==> config.mk <==
export PLATFORM = sky130hd
export DESIGN_NAME = fifo_mem_ctrl_flat
export DESIGN_NICKNAME = d
export VERILOG_FILES = /design/src/rtl/fifo_mem_if.sv /design/src/rtl/fifo_mem_ctrl.sv /design/src/flat_wrapper.sv
export SDC_FILE = /design/constraint.sdc
export NUM_CORES = 1
export LEC_CHECK = 0
export BUFFER_PORTS_ARGS = -buffer_cell sky130_fd_sc_hd__buf_4
export CORE_UTILIZATION = 35
export CTS_BUF_LIST = sky130_fd_sc_hd__clkbuf_4 sky130_fd_sc_hd__clkbuf_8 sky130_fd_sc_hd__clkbuf_16
export CTS_CLUSTER_SIZE = 10
export DETAILED_ROUTE_END_ITERATION = 10
export PLACE_DENSITY = 0.49
export SYNTH_ARGS = -nofsm -noshare
export SYNTH_HDL_FRONTEND = slang
export SYNTH_SLANG_ARGS = --single-unit
==> constraint.sdc <==
create_clock -name clk -period 4.5 [get_ports clk]
set_clock_uncertainty 0.15 [all_clocks]
set_input_delay 0 -clock clk [delete_from_list [all_inputs] [get_ports clk]]
set_output_delay 0 -clock clk [all_outputs]
set_load 0.1 [all_outputs]
==> src/rtl/fifo_mem_if.sv <==
// Handshake and status bundle between the FIFO control logic (master)
// and the storage/pointer stage (slave).
interface fifo_mem_if #(
   parameter int WIDTH = 32,
   parameter int DEPTH = 8
);
   localparam int AW = $clog2(DEPTH);

   logic             mem_wr_en;
   logic             mem_rd_en;
   logic [WIDTH-1:0] fifo_wr_data;
   logic [WIDTH-1:0] fifo_rd_data;
   logic             mem_full;
   logic             mem_empty;
   logic             mem_wr_err;
   logic             mem_rd_err;
   logic [AW:0]      mem_count;

   modport master (
      output mem_wr_en, mem_rd_en, fifo_wr_data,
      input  fifo_rd_data, mem_full, mem_empty, mem_wr_err, mem_rd_err, mem_count
   );

   modport slave (
      input  mem_wr_en, mem_rd_en, fifo_wr_data,
      output fifo_rd_data, mem_full, mem_empty, mem_wr_err, mem_rd_err, mem_count
   );
endinterface

==> src/rtl/fifo_mem_ctrl.sv <==
// Circular-buffer storage for the FIFO: register array, wrapping pointers,
// occupancy counter and registered status/error flags.
module fifo_mem_ctrl #(
   parameter int WIDTH = 32,
   parameter int DEPTH = 8
) (
   input  logic        clk,
   input  logic        rst,
   fifo_mem_if.slave   bus
);
   localparam int          AW     = $clog2(DEPTH);
   localparam logic [AW:0] C_FULL = (AW+1)'(DEPTH);

   logic [WIDTH-1:0] r_mem [DEPTH];
   logic [AW:0]      r_wr_ptr;
   logic [AW:0]      r_rd_ptr;
   logic [AW:0]      r_count;
   logic             r_full;
   logic             r_empty;
   logic             r_wr_err;
   logic             r_rd_err;
   logic [WIDTH-1:0] r_rd_data;

   logic             w_wr_ok;
   logic             w_rd_ok;
   logic [AW:0]      w_count_nxt;

   // A write into a full buffer is still legal when a read frees a slot this cycle.
   assign w_wr_ok = bus.mem_wr_en & (~r_full | bus.mem_rd_en);
   assign w_rd_ok = bus.mem_rd_en & ~r_empty;

   always_comb begin
      w_count_nxt = r_count;
      if (w_wr_ok && !w_rd_ok)
         w_count_nxt = r_count + 1'b1;
      else if (!w_wr_ok && w_rd_ok)
         w_count_nxt = r_count - 1'b1;
   end

   always_ff @(posedge clk) begin
      if (!rst && w_wr_ok)
         r_mem[r_wr_ptr[AW-1:0]] <= bus.fifo_wr_data;
   end

   always_ff @(posedge clk or posedge rst) begin
      if (rst) begin
         r_wr_ptr  <= '0;
         r_rd_ptr  <= '0;
         r_count   <= '0;
         r_full    <= 1'b0;
         r_empty   <= 1'b1;
         r_wr_err  <= 1'b0;
         r_rd_err  <= 1'b0;
         r_rd_data <= '0;
      end else begin
         if (w_wr_ok)
            r_wr_ptr <= r_wr_ptr + 1'b1;
         if (w_rd_ok) begin
            r_rd_ptr  <= r_rd_ptr + 1'b1;
            r_rd_data <= r_mem[r_rd_ptr[AW-1:0]];
         end
         r_count  <= w_count_nxt;
         r_full   <= (w_count_nxt == C_FULL);
         r_empty  <= (w_count_nxt == '0);
         r_wr_err <= bus.mem_wr_en & r_full & ~bus.mem_rd_en;
         r_rd_err <= bus.mem_rd_en & r_empty;
      end
   end

   assign bus.fifo_rd_data = r_rd_data;
   assign bus.mem_full     = r_full;
   assign bus.mem_empty    = r_empty;
   assign bus.mem_wr_err   = r_wr_err;
   assign bus.mem_rd_err   = r_rd_err;
   assign bus.mem_count    = r_count;
endmodule

==> src/flat_wrapper.sv <==
// flat-port wrapper written by rule: the top's interface ports become plain ports
module fifo_mem_ctrl_flat 
#(
   parameter int WIDTH = 32,
   parameter int DEPTH = 8
)
  (clk, rst, bus_mem_wr_en, bus_mem_rd_en, bus_fifo_wr_data, bus_fifo_rd_data, bus_mem_full, bus_mem_empty, bus_mem_wr_err, bus_mem_rd_err, bus_mem_count);
  fifo_mem_if #(.WIDTH(WIDTH), .DEPTH(DEPTH)) bus_i ();
  input  logic clk;
  input  logic rst;
  input wire logic [$bits(bus_i.mem_wr_en)-1:0] bus_mem_wr_en;
  input wire logic [$bits(bus_i.mem_rd_en)-1:0] bus_mem_rd_en;
  input wire logic [$bits(bus_i.fifo_wr_data)-1:0] bus_fifo_wr_data;
  output wire logic [$bits(bus_i.fifo_rd_data)-1:0] bus_fifo_rd_data;
  output wire logic [$bits(bus_i.mem_full)-1:0] bus_mem_full;
  output wire logic [$bits(bus_i.mem_empty)-1:0] bus_mem_empty;
  output wire logic [$bits(bus_i.mem_wr_err)-1:0] bus_mem_wr_err;
  output wire logic [$bits(bus_i.mem_rd_err)-1:0] bus_mem_rd_err;
  output wire logic [$bits(bus_i.mem_count)-1:0] bus_mem_count;
  assign bus_i.mem_wr_en = bus_mem_wr_en;
  assign bus_i.mem_rd_en = bus_mem_rd_en;
  assign bus_i.fifo_wr_data = bus_fifo_wr_data;
  assign bus_fifo_rd_data = bus_i.fifo_rd_data;
  assign bus_mem_full = bus_i.mem_full;
  assign bus_mem_empty = bus_i.mem_empty;
  assign bus_mem_wr_err = bus_i.mem_wr_err;
  assign bus_mem_rd_err = bus_i.mem_rd_err;
  assign bus_mem_count = bus_i.mem_count;
  fifo_mem_ctrl #(.WIDTH(WIDTH), .DEPTH(DEPTH)) u_core (.clk(clk), .rst(rst), .bus(bus_i));
endmodule
==> metrics <==
status finished clean; Die Y approximately 180 um; synth warn 0; GRT overflow 0; detailed placement HPWL 13000 um; r2r setup slk 1.90 ns; leakage power roughly 0.0049 uW; Final min period approximately 2.6 ns; H-tree lvl count 2; crit path kind reg -> reg; worst hold path class in -> reg; vias in the first global route approximately 6000; hold path endpoint u_core.r_mem[1][7]; Longest Clk Path Bufs 3; routed wire length about 24000 um; reg2reg start u_core.bus.mem_full; Final #Nets 727; routability cong. between 0.7 and 0.8; I/O Pins 76; RSZ-0062 raised after global routing no; Hold Slack around 0.13 ns; die area about 0.033 mm2; Initial Utilization 0.360; Worst-path clk slew roughly 0.06 ns; first-pass GRT wire length roughly 37000 um; worst hold start bus_fifo_wr_data[7]; P per Cell Area slightly below 700 mW/mm2; Seq/Total Area, Yosys 0.771; Seq cells post-synth about 300; CTS tree done; share of layout cells above drive strength 1 0.340; Avg Inst Size Synth ~21 um2; crit-path leading delay family simple AND/OR/NAND/NOR gates; DRC 0; R2R Path End u_core.r_mem[2][12]; Sink Count roughly 300; # Max-Cap Violations 0; core area approximately 0.032 mm2; Worst Setup End Kind flop; largest net degree at the start of global routing 50; initial antenna violation count 0; worst slew pin tran roughly 1.2 ns; Slew Limit Headroom 0.217; diode count 0; Setup crit start kind flop; number of port buffers 75; critical path cell sequence nand2b_4, and2_4, nand2b_1, nor2_4, buf_4; largest stage delay on the critical path 0.83 ns; Mapped Cells roughly 550; Die Span X ~180 um; Mapped Area approximately 0.011 mm2; DR pass1 iterations 4; synth unique cells 33; post-route ant nets 0; Initial DRC Count approximately 350; f_max ~0.39 GHz; Worst VDD drop roughly 0.44 mV; crit path max fanout 23; post-DR wirelength/cell about 21 um; Finish-stage setup viols 0; vias roughly 5500; Clock Root Buffer clkbuf_16; GR Util All Layers 0.149; Post-Route Setup TNS 0 ns; synthesis-to-layout area growth 23.2%; vias per cell around 4.8; Post-Syn Nets ~590; Worst-Skew Late Latency ~0.5 ns; Hold Path Depth 2; Site Rows 65; Slew Viols, Final 0; endpoints failing hold 0; most common cell after layout, fill and taps aside edfxtp_1; CP arrival around 2.6 ns; worst reg-to-reg path cell count 5; Req. time, crit path 4.55 ns; Gates resized, CTS repair 0; final period utilization 0.577; CTS Buf Count 37; # fillers roughly 2800; CP bufs+invs 1; CP max stage cell nor2_4; most frequent cells in the layout edfxtp_1, buf_4, mux4_2
-- cell type report --
cell class | instances | area (um2) | area share
Multi-Input combinational cell | 219 | 2540 | 0.180
Tap cell | 435 | 544 | 0.0385
Timing Repair Buffer | 123 | 1010 | 0.0716
Sequential cell | 302 | 8850 | 0.626
Inverter | 4 | 15.0 | 0.00106
Clock buffer | 62 | 1130 | 0.0801
Clock inverter | 4 | 36.3 | 0.00257
-- synth_stat cells --
| library cell | count | area [um2] |
|---|---|---|
| nor4b_2 | 1 | 15.0 |
| buf_2 | 11 | 55.1 |
| a32oi_1 | 1 | 8.76 |
| and2_2 | 2 | 15.0 |
| nand3_1 | 1 | 5.00 |
| nor2_1 | 10 | 37.5 |
| o21ai_0 | 32 | 160 |
| nor4_1 | 2 | 12.5 |
| xnor2_1 | 6 | 52.6 |
| buf_4 | 7 | 52.6 |
| dfrtp_1 | 45 | 1130 |
| a31o_2 | 1 | 8.76 |
| o221a_2 | 1 | 11.3 |
| and2b_1 | 1 | 7.51 |
| buf_6 | 1 | 11.3 |
| clkbuf_1 | 7 | 26.3 |
| dfstp_2 | 1 | 26.3 |
| nor3_2 | 1 | 10.0 |
| and2_4 | 1 | 8.76 |
| nor3b_1 | 1 | 7.51 |
| xor2_2 | 1 | 16.3 |
| and2b_4 | 2 | 20.0 |
| ha_1 | 4 | 50.1 |
| mux2i_1 | 35 | 350 |
| edfxtp_1 | 256 | 7690 |
| nor4_2 | 1 | 12.5 |
| a31oi_1 | 1 | 6.26 |
| nand2b_1 | 2 | 12.5 |
| nand4_1 | 1 | 6.26 |
| mux4_2 | 64 | 1440 |
| nand2b_4 | 1 | 13.8 |
| inv_1 | 4 | 15.0 |
| nand2_1 | 46 | 173 |
-- layer usage --
layer / GRT usage / wire length, um / part of all wire / vias up
met1: 0.204 / 11100 / 0.46 / 2878
met4: 0.0453 / 509 / 0.021 / 0
met2: 0.241 / 11300 / 0.47 / 123
met5: 0 / 0 / 0 / -
li1: - / - / - / 2480
met3: 0.0292 / 948 / 0.040 / 42
-- kinds of logic (layout without fill, tap and decap cells) --
kind of cell / after synthesis / after routing / synth area share
flops: 302 / 302 / 0.771
mux: 99 / 99 / 0.156
buf+inv: 30 / 193 / 0.0140
xor+xnor: 7 / 7 / 0.00600
compound gates: 36 / 36 / 0.0170
fa+ha+maj: 4 / 4 / 0.00437
simple gates: 73 / 73 / 0.0311
-- stage by stage --
| stage | area (um2) | total power (uW) | utilization | instances | worst slack (ns) |
|---|---|---|---|---|---|
| floorplan | 11500 | 6300 | - | 551 | 0.880 |
| global placement | 12600 | 7070 | 0.395 | 1048 | 1.94 |
| detailed placement | 12600 | 7110 | 0.395 | 1048 | 1.83 |
| CTS | 14100 | 9960 | 0.443 | 1149 | 1.82 |
| global route | 14100 | 10200 | 0.443 | 1149 | 1.73 |
| finish | 14100 | 9800 | 0.443 | 1149 | 1.90 |
-- worst max path at each step --
stage / depth (start not counted) / end / startpoint / slack (ns)
floorplan: 4 / u_core.r_mem[0][0] / u_core.bus.mem_full / 0.88
finish: 5 / u_core.r_mem[2][12] / u_core.bus.mem_full / 1.90
global route: 5 / u_core.r_mem[2][12] / u_core.bus.mem_full / 1.73
detailed placement: 5 / u_core.r_mem[2][11] / u_core.bus.mem_full / 1.83
CTS: 5 / u_core.r_mem[2][12] / u_core.bus.mem_full / 1.82
global placement: 5 / u_core.r_mem[2][12] / u_core.bus.mem_full / 1.94
-- registers in the layout (all words and copies together) (netlist names) --
| register | cells |
|---|---|
| u_core.r_wr_ptr | 3 |
| u_core.bus.mem_empty | 1 |
| u_core.bus.mem_rd_err | 1 |
| u_core.r_rd_ptr | 3 |
| u_core.bus.mem_wr_err | 1 |
| u_core.bus.mem_full | 1 |
| u_core.bus.fifo_rd_data | 32 |
| u_core.r_mem | 256 |
| u_core.bus.mem_count | 4 |
-- worst reg2reg max path, stage by stage (launching register included) --
cell and delay, ns:
dfrtp_1 0.43, nand2b_4 0.09, and2_4 0.17, nand2b_1 0.26, nor2_4 0.83, buf_4 0.36
-- what timing repair did --
item | 4_1_cts | 5_1_grt
setup buffers | 0 | 0
hold buffers | 35 | 0
hold endpoints to repair | 314 | 0
-- report_power, final --
part           switching (uW)  internal (uW)  total (uW)
logic                    1990           1090        3080
registers                 521           3410        3940
clock network            1070           1720        2790
total                    3580           6230        9800
Power figures use the tool's default switching activity.
